$ cat src/rtl/deser8_if.sv
// Serial-in / byte-out bundle for deser8: bit stream in, byte handshake out.
interface deser8_if;
  logic       din;
  logic       din_valid;
  logic [7:0] dout;
  logic       dout_valid;
  logic       dout_ready;
  logic [2:0] bit_idx;
  logic       overrun;

  modport slave (
    input  din, din_valid, dout_ready,
    output dout, dout_valid, bit_idx, overrun
  );

  modport master (
    output din, din_valid, dout_ready,
    input  dout, dout_valid, bit_idx, overrun
  );
endinterface

$ cat src/rtl/deser8.sv
// 1:8 deserializer: 3-bit slot counter, demux into an assembly register, 1-entry output hold.
// Define DESER8_MSB_FIRST_EN to place the first received bit in dout[7] instead of dout[0].
module deser8 (
  input  logic     clk,
  input  logic     rst_n,
  deser8_if.slave  bus
);
  typedef enum logic {EMPTY, FULL} hold_t;

  hold_t      st;
  logic [2:0] idx;
  logic [2:0] slot;
  logic [7:0] asm_q;
  logic [7:0] asm_nxt;
  logic       done;

`ifdef DESER8_MSB_FIRST_EN
  assign slot = 3'd7 - idx;
`else
  assign slot = idx;
`endif

  // Next assembly value includes the bit landing this edge, so a completing byte loads whole.
  always_comb begin
    asm_nxt = asm_q;
    if (bus.din_valid) asm_nxt[slot] = bus.din;
  end

  assign done           = bus.din_valid && (idx == 3'd7);
  assign bus.bit_idx    = idx;
  assign bus.dout_valid = (st == FULL);

  always_ff @(posedge clk) begin
    if (!rst_n) begin
      st          <= EMPTY;
      idx         <= 3'd0;
      asm_q       <= 8'h00;
      bus.dout    <= 8'h00;
      bus.overrun <= 1'b0;
    end else begin
      bus.overrun <= 1'b0;
      if (bus.din_valid) begin
        asm_q <= asm_nxt;
        idx   <= idx + 3'd1;
      end
      case (st)
        EMPTY: if (done) begin
          bus.dout <= asm_nxt;
          st       <= FULL;
        end
        FULL: begin
          if (done && bus.dout_ready) bus.dout <= asm_nxt;
          else if (done)              bus.overrun <= 1'b1;
          else if (bus.dout_ready)    st <= EMPTY;
        end
        default: st <= EMPTY;
      endcase
    end
  end
endmodule

$ cat src/flat_wrapper.sv
// flat-port wrapper written by rule: the top's interface ports become plain ports
module deser8_flat 
  (clk, rst_n, bus_din, bus_din_valid, bus_dout_ready, bus_dout, bus_dout_valid, bus_bit_idx, bus_overrun);
  deser8_if bus_i ();
  input  logic clk;
  input  logic rst_n;
  input wire logic [$bits(bus_i.din)-1:0] bus_din;
  input wire logic [$bits(bus_i.din_valid)-1:0] bus_din_valid;
  input wire logic [$bits(bus_i.dout_ready)-1:0] bus_dout_ready;
  output wire logic [$bits(bus_i.dout)-1:0] bus_dout;
  output wire logic [$bits(bus_i.dout_valid)-1:0] bus_dout_valid;
  output wire logic [$bits(bus_i.bit_idx)-1:0] bus_bit_idx;
  output wire logic [$bits(bus_i.overrun)-1:0] bus_overrun;
  assign bus_i.din = bus_din;
  assign bus_i.din_valid = bus_din_valid;
  assign bus_i.dout_ready = bus_dout_ready;
  assign bus_dout = bus_i.dout;
  assign bus_dout_valid = bus_i.dout_valid;
  assign bus_bit_idx = bus_i.bit_idx;
  assign bus_overrun = bus_i.overrun;
  deser8 u_core (.clk(clk), .rst_n(rst_n), .bus(bus_i));
endmodule
$ cat config.mk
export PLATFORM = sky130hd
export DESIGN_NAME = deser8_flat
export DESIGN_NICKNAME = d
export VERILOG_FILES = /design/src/rtl/deser8_if.sv /design/src/rtl/deser8.sv /design/src/flat_wrapper.sv
export SDC_FILE = /design/constraint.sdc
export NUM_CORES = 1
export LEC_CHECK = 0
export BUFFER_PORTS_ARGS = -buffer_cell sky130_fd_sc_hd__buf_2
export CAP_MARGIN = 40
export CORE_MARGIN = 10
export CORE_UTILIZATION = 46
export CTS_BUF_LIST = sky130_fd_sc_hd__clkbuf_4 sky130_fd_sc_hd__clkbuf_8
export DETAILED_ROUTE_END_ITERATION = 10
export PLACE_DENSITY = 0.73
export SLEW_MARGIN = 20
export SYNTH_ARGS = -nofsm -noshare
export SYNTH_HDL_FRONTEND = slang
export SYNTH_SLANG_ARGS = --single-unit
$ cat constraint.sdc
create_clock -name clk -period 2.6 [get_ports clk]
set_clock_uncertainty 0.1 [all_clocks]
set_input_delay 0.26 -clock clk [delete_from_list [all_inputs] [get_ports clk]]
set_output_delay 0.26 -clock clk [all_outputs]
set_load 0.02 [all_outputs]
## Word-level counts from Yosys, hierarchy flattened

Cells that the tools add are included.

- Memory bits (writable): 0
- Latch bits: 0
- Register bits: 21
- Memories kept: 0
- Input bits: 5
- Output and inout port bits: 13
- Memory bits (read-only): 0
- Logic and storage cells: 30

- Reductions and logical operators: 5
- Equal/unequal tests: 3
- Bitwise logic cells: 2
- Multiplexer cells: 12
- Add/sub/neg operators: 1
- Multiply operators: 0
- Divide/modulo/power cells: 0
- Shift operators: 0
- Magnitude comparators: 2

Operator list:

| kind | count |
|---|---|
| two-way mux 8 bit | 3 |
| case mux 8 bit (2 select lines) | 1 |
| bitwise mux 8 bit | 1 |
| two-way mux 1 bit | 5 |
| < comparator 3 x 4 -> 1 bit, second input constant | 1 |
| adder 3 x 1 -> 3 bit, second input constant | 1 |
| demux 1 bit (select 3 bit) | 1 |
| equality test 3 bit, second input constant | 1 |
| greater-or-equal comparator 3 x 1 -> 1 bit, second input constant | 1 |
| logical AND 1 bit | 3 |
| OR reduction 3 bit | 1 |
| != test 2 x 1 -> 1 bit, second input constant | 1 |
| != test 2 bit, second input constant | 1 |
| NOT 1 bit | 2 |
| case mux 1 bit (2 select lines) | 1 |
| AND reduction 2 bit | 1 |

## Depth between registers and ports, before layout

- Word-level depth: 8
- Mapped depth: 7
- Mapped depth without buffers: 5

## Worst setup path after synthesis

No wires, ideal clock.

- Path kind: flip-flop to flip-flop
- Start point: register u_core.idx[1] (netlist: u_core.bus.bit_idx[1])
- End point: register u_core.bus.dout[0]
- Data required time: 2420 ps
- Clock period less this slack: 1769 ps
- Data arrival time: 1588 ps
- Path slack: 831 ps
- Library setup time: 80 ps
- Cell stages (with the launch flop): 8
- Buffers on the path: 2
- Path through: dfxtp_1 ha_1 ha_1 and2_4 buf_6 and2_4 buf_6 a211oi_2

- Cells in the longest elaborated chain, start to end: 8
- Elaborated cells on any way between the ends: 16
- Classes of those cells: 2 x order compare; 3 x eq/ne; 7 x mux; 4 x reduce/logical

RTL lines:

| element | RTL line | RTL |
|---|---|---|
| start: declaration | deser8.sv:11 | `logic [2:0] idx;` |
| start signal: assignment | deser8.sv:44 | `idx <= idx + 3'd1;` |
| < comparator 3 x 4 -> 1 bit (implied by the code) / greater-or-equal comparator 3 x 1 -> 1 bit (equally long branches) | deser8.sv:26 | `if (bus.din_valid) asm_nxt[slot] = bus.din;` |
| logical AND 1 bit (implied by the code) | deser8.sv:26 |  |
| two-way mux 1 bit (implied by the code) | deser8.sv:26 |  |
| demux 1 bit (select 3 bit) | - |  |
| bitwise mux 8 bit | deser8.sv:26 |  |
| two-way mux 8 bit | deser8.sv:26 |  |
| two-way mux 8 bit, on equally long branches | deser8.sv:52, deser8.sv:47 |  |
| case mux 8 bit (2 select lines) | deser8.sv:46 | `case (st)` |
| end signal: assignment | deser8.sv:48 | `bus.dout <= asm_nxt;` |
| end signal: assignment | deser8.sv:52 | `if (done && bus.dout_ready) bus.dout <= asm_nxt;` |
| end: declaration | deser8_if.sv:13 | `output dout, dout_valid, bit_idx, overrun` |

Parallel ways exist; a longest one is shown, timed or not. The select of a mux whose other input is x is not followed.
A chain may end at the register's enable or synchronous reset.

## Worst setup path in the final report

- Start point: register u_core.idx[0] (netlist: u_core.bus.bit_idx[0])
- End point: register u_core.bus.dout[7]

Same word-level chain as after synthesis.

==> metrics.txt <==
DRT antenna net count 0; DP Area 985 um2; diode count 0; number of setup violations in the final report 0; die height 64.9 um; multi-input logic area between 400 and 500 um2; critical path peak fanout 11; cts bufs inserted 3; Placed Cells 120; Area contributors post-synth dfxtp_1 45%, mux2i_1 11%, a211oi_2 9.4%; crit end category flop; Area Overhead vs Synth 9.03%; post-CTS resize count 0; leakage power between 0.4 and 0.5 nW; Die Width between 60 and 70 um; Buffers on Ports 17; pin count of the biggest net entering global routing 22; TritonRoute pass-1 iters 4; GP Congestion 0.740; DRC 0; DIE AREA 4220 um2; Mapped Area 928 um2; share of the synthesized area in the top cell type 45.3%; Seq/Total Area, Yosys between 40% and 50%; commonest cells after routing, fill and taps aside 21 x dfxtp_1, 17 x buf_2, 11 x nor2_1, 10 x mux2i_1, 9 x a21oi_1; H-tree depth 1; total wire length 1.68 mm; HPWL after DPL 1.24 mm; Final nets 105; Root Buffer clkbuf_4; unrepaired setup endpoints after global routing false; Starting Density 47.8%; vias roughly 630; worst skew pair latency 300 ps; Peak Freq 589 MHz; fin cells 124; pwr/cell area 532 nW/um2; Synth area leader dfxtp_1; GRT Total Usage between 8 and 9%; final hold vios 0; Congestion Overflow GR 0; status completed; layout cells sized above 1 roughly a third; setup bufs post-CTS 0; Slew Limit Headroom 50.9%; DR vias/cell 5.04; Crit path arrival time about 1800 ps; sequential cell area 420 um2; WHS 217 ps; design area 1010 um2; mean post-synth cell area 10.9 um2; CTS tree built; io pins 18; Mapped Cells 85; Reg clk slew, reported paths between 100 and 150 ps; pre-CTS setup slack 910 ps; core box area between 1500 and 2000 um2; setup ws final between 900 and 1000 ps; Cell variety after synth 22; min Tclk post-route 1700 ps; Synth Register Bits 21; most common cell after layout, fill and taps aside dfxtp_1; Synth Net Count 92; setup TNS 0 ps; CP Class flop to flop; routed len/inst 13.6 um; CP required 2670 ps; maximum VDD drop 0.289 mV; Startpoint Class flop; Max-Cap Viols 0; number of global-route vias before repair 645; worst hold path type input port to flop; Worst Tran Pin Value 736 ps; Ys Warns 0; # hold bufs at CTS 0; row count 16; clk sinks 21; FILL cells 202; Final Max Tran Viols 0; first-pass GRT wire length ~2.9 mm; Bufs on Longest Clock Path 2; initial drt markers 4; initial antenna violation count 0; period utilisation layout 65.3%
==> state kept, by name (all words and copies together), names as in the netlist <==
register and cells:
u_core.asm_q 8, u_core.bus.dout 8, u_core.bus.bit_idx 3, u_core.bus.dout_valid 1, u_core.bus.overrun 1
==> worst paths after layout <==
check                                                         from                         endpoint  slack (ps)  cells past startpoint
worst max-delay path            u_core.bus.bit_idx[0]$_SDFFE_PN0P_  u_core.bus.dout[7]$_SDFFE_PN0P_         900                      5
worst min-delay path                                 bus_din_valid    u_core.bus.overrun$_SDFF_PP0_         220                      3
worst max register to register  u_core.bus.bit_idx[0]$_SDFFE_PN0P_  u_core.bus.dout[7]$_SDFFE_PN0P_         900                      5
worst min register to register        u_core.asm_q[7]$_SDFFE_PN0P_     u_core.asm_q[7]$_SDFFE_PN0P_         430                      2
==> cell usage after synthesis (all sizes together) <==
| cell | n |
|---|---|
| a211oi | 8 |
| nand2b | 1 |
| clkbuf | 4 |
| xnor2 | 1 |
| nand4b | 3 |
| inv | 1 |
| and2 | 2 |
| dfxtp | 21 |
| nor4b | 1 |
| ha | 2 |
| nor3 | 1 |
| a21oi | 9 |
| nor2 | 11 |
| and4bb | 3 |
| nand2 | 1 |
| mux2i | 10 |
| buf | 5 |
| nand4 | 1 |
==> power breakdown <==
group          leakage, nW  switching, mW  total, mW  internal, mW
Clock               0.0177         0.0969      0.154        0.0575
Combinational        0.252         0.0251     0.0455        0.0204
Sequential           0.170         0.0109      0.338         0.328
Total                0.439          0.133      0.538         0.405
==> kinds of logic after synthesis <==
kind of cell,Yosys count,synth area share [%]
adders and majority gates,2,2.69
DFF,21,45.3
buffers and inverters,10,7.14
muxes,10,10.8
and+or+nand+nor,24,18.1
AOI/OAI and AO/OA,17,15.1
xor gates and xnor gates,1,0.944
==> cell type report <==
type / count / area share, %
sequential: 21 / 41.5
clock inverter: 1 / 0.494
multi-input combinational: 54 / 43.6
tap: 27 / 3.34
inverter: 1 / 0.371
clock buffer: 3 / 2.22
timing repair buffer: 17 / 8.41
==> stage by stage <==
stage	utilization [%]	power (mW)
after global routing	52.1	0.567
after floorplan	-	0.382
after CTS	52.1	0.549
final	52.1	0.538
after detailed placement	50.7	0.392
after global placement	50.7	0.391
==> worst max-delay path, stage by stage (launching register included) <==
cell and delay (ps):
dfxtp_1 580, ha_1 220, ha_1 160, and2_4 200
and2_4 230, a211oi_1 90
==> layer usage <==
| metal | GRT usage, % | share of wire, % | vias to the layer above |
|---|---|---|---|
| met5 | 0 | 0 | - |
| met4 | 4.01 | 2.1 | 0 |
| met3 | 4.12 | 8.0 | 5 |
| met2 | 13.4 | 45 | 13 |
| met1 | 9.40 | 45 | 281 |
| li1 | - | - | 326 |
Power figures use the tool's default switching activity.
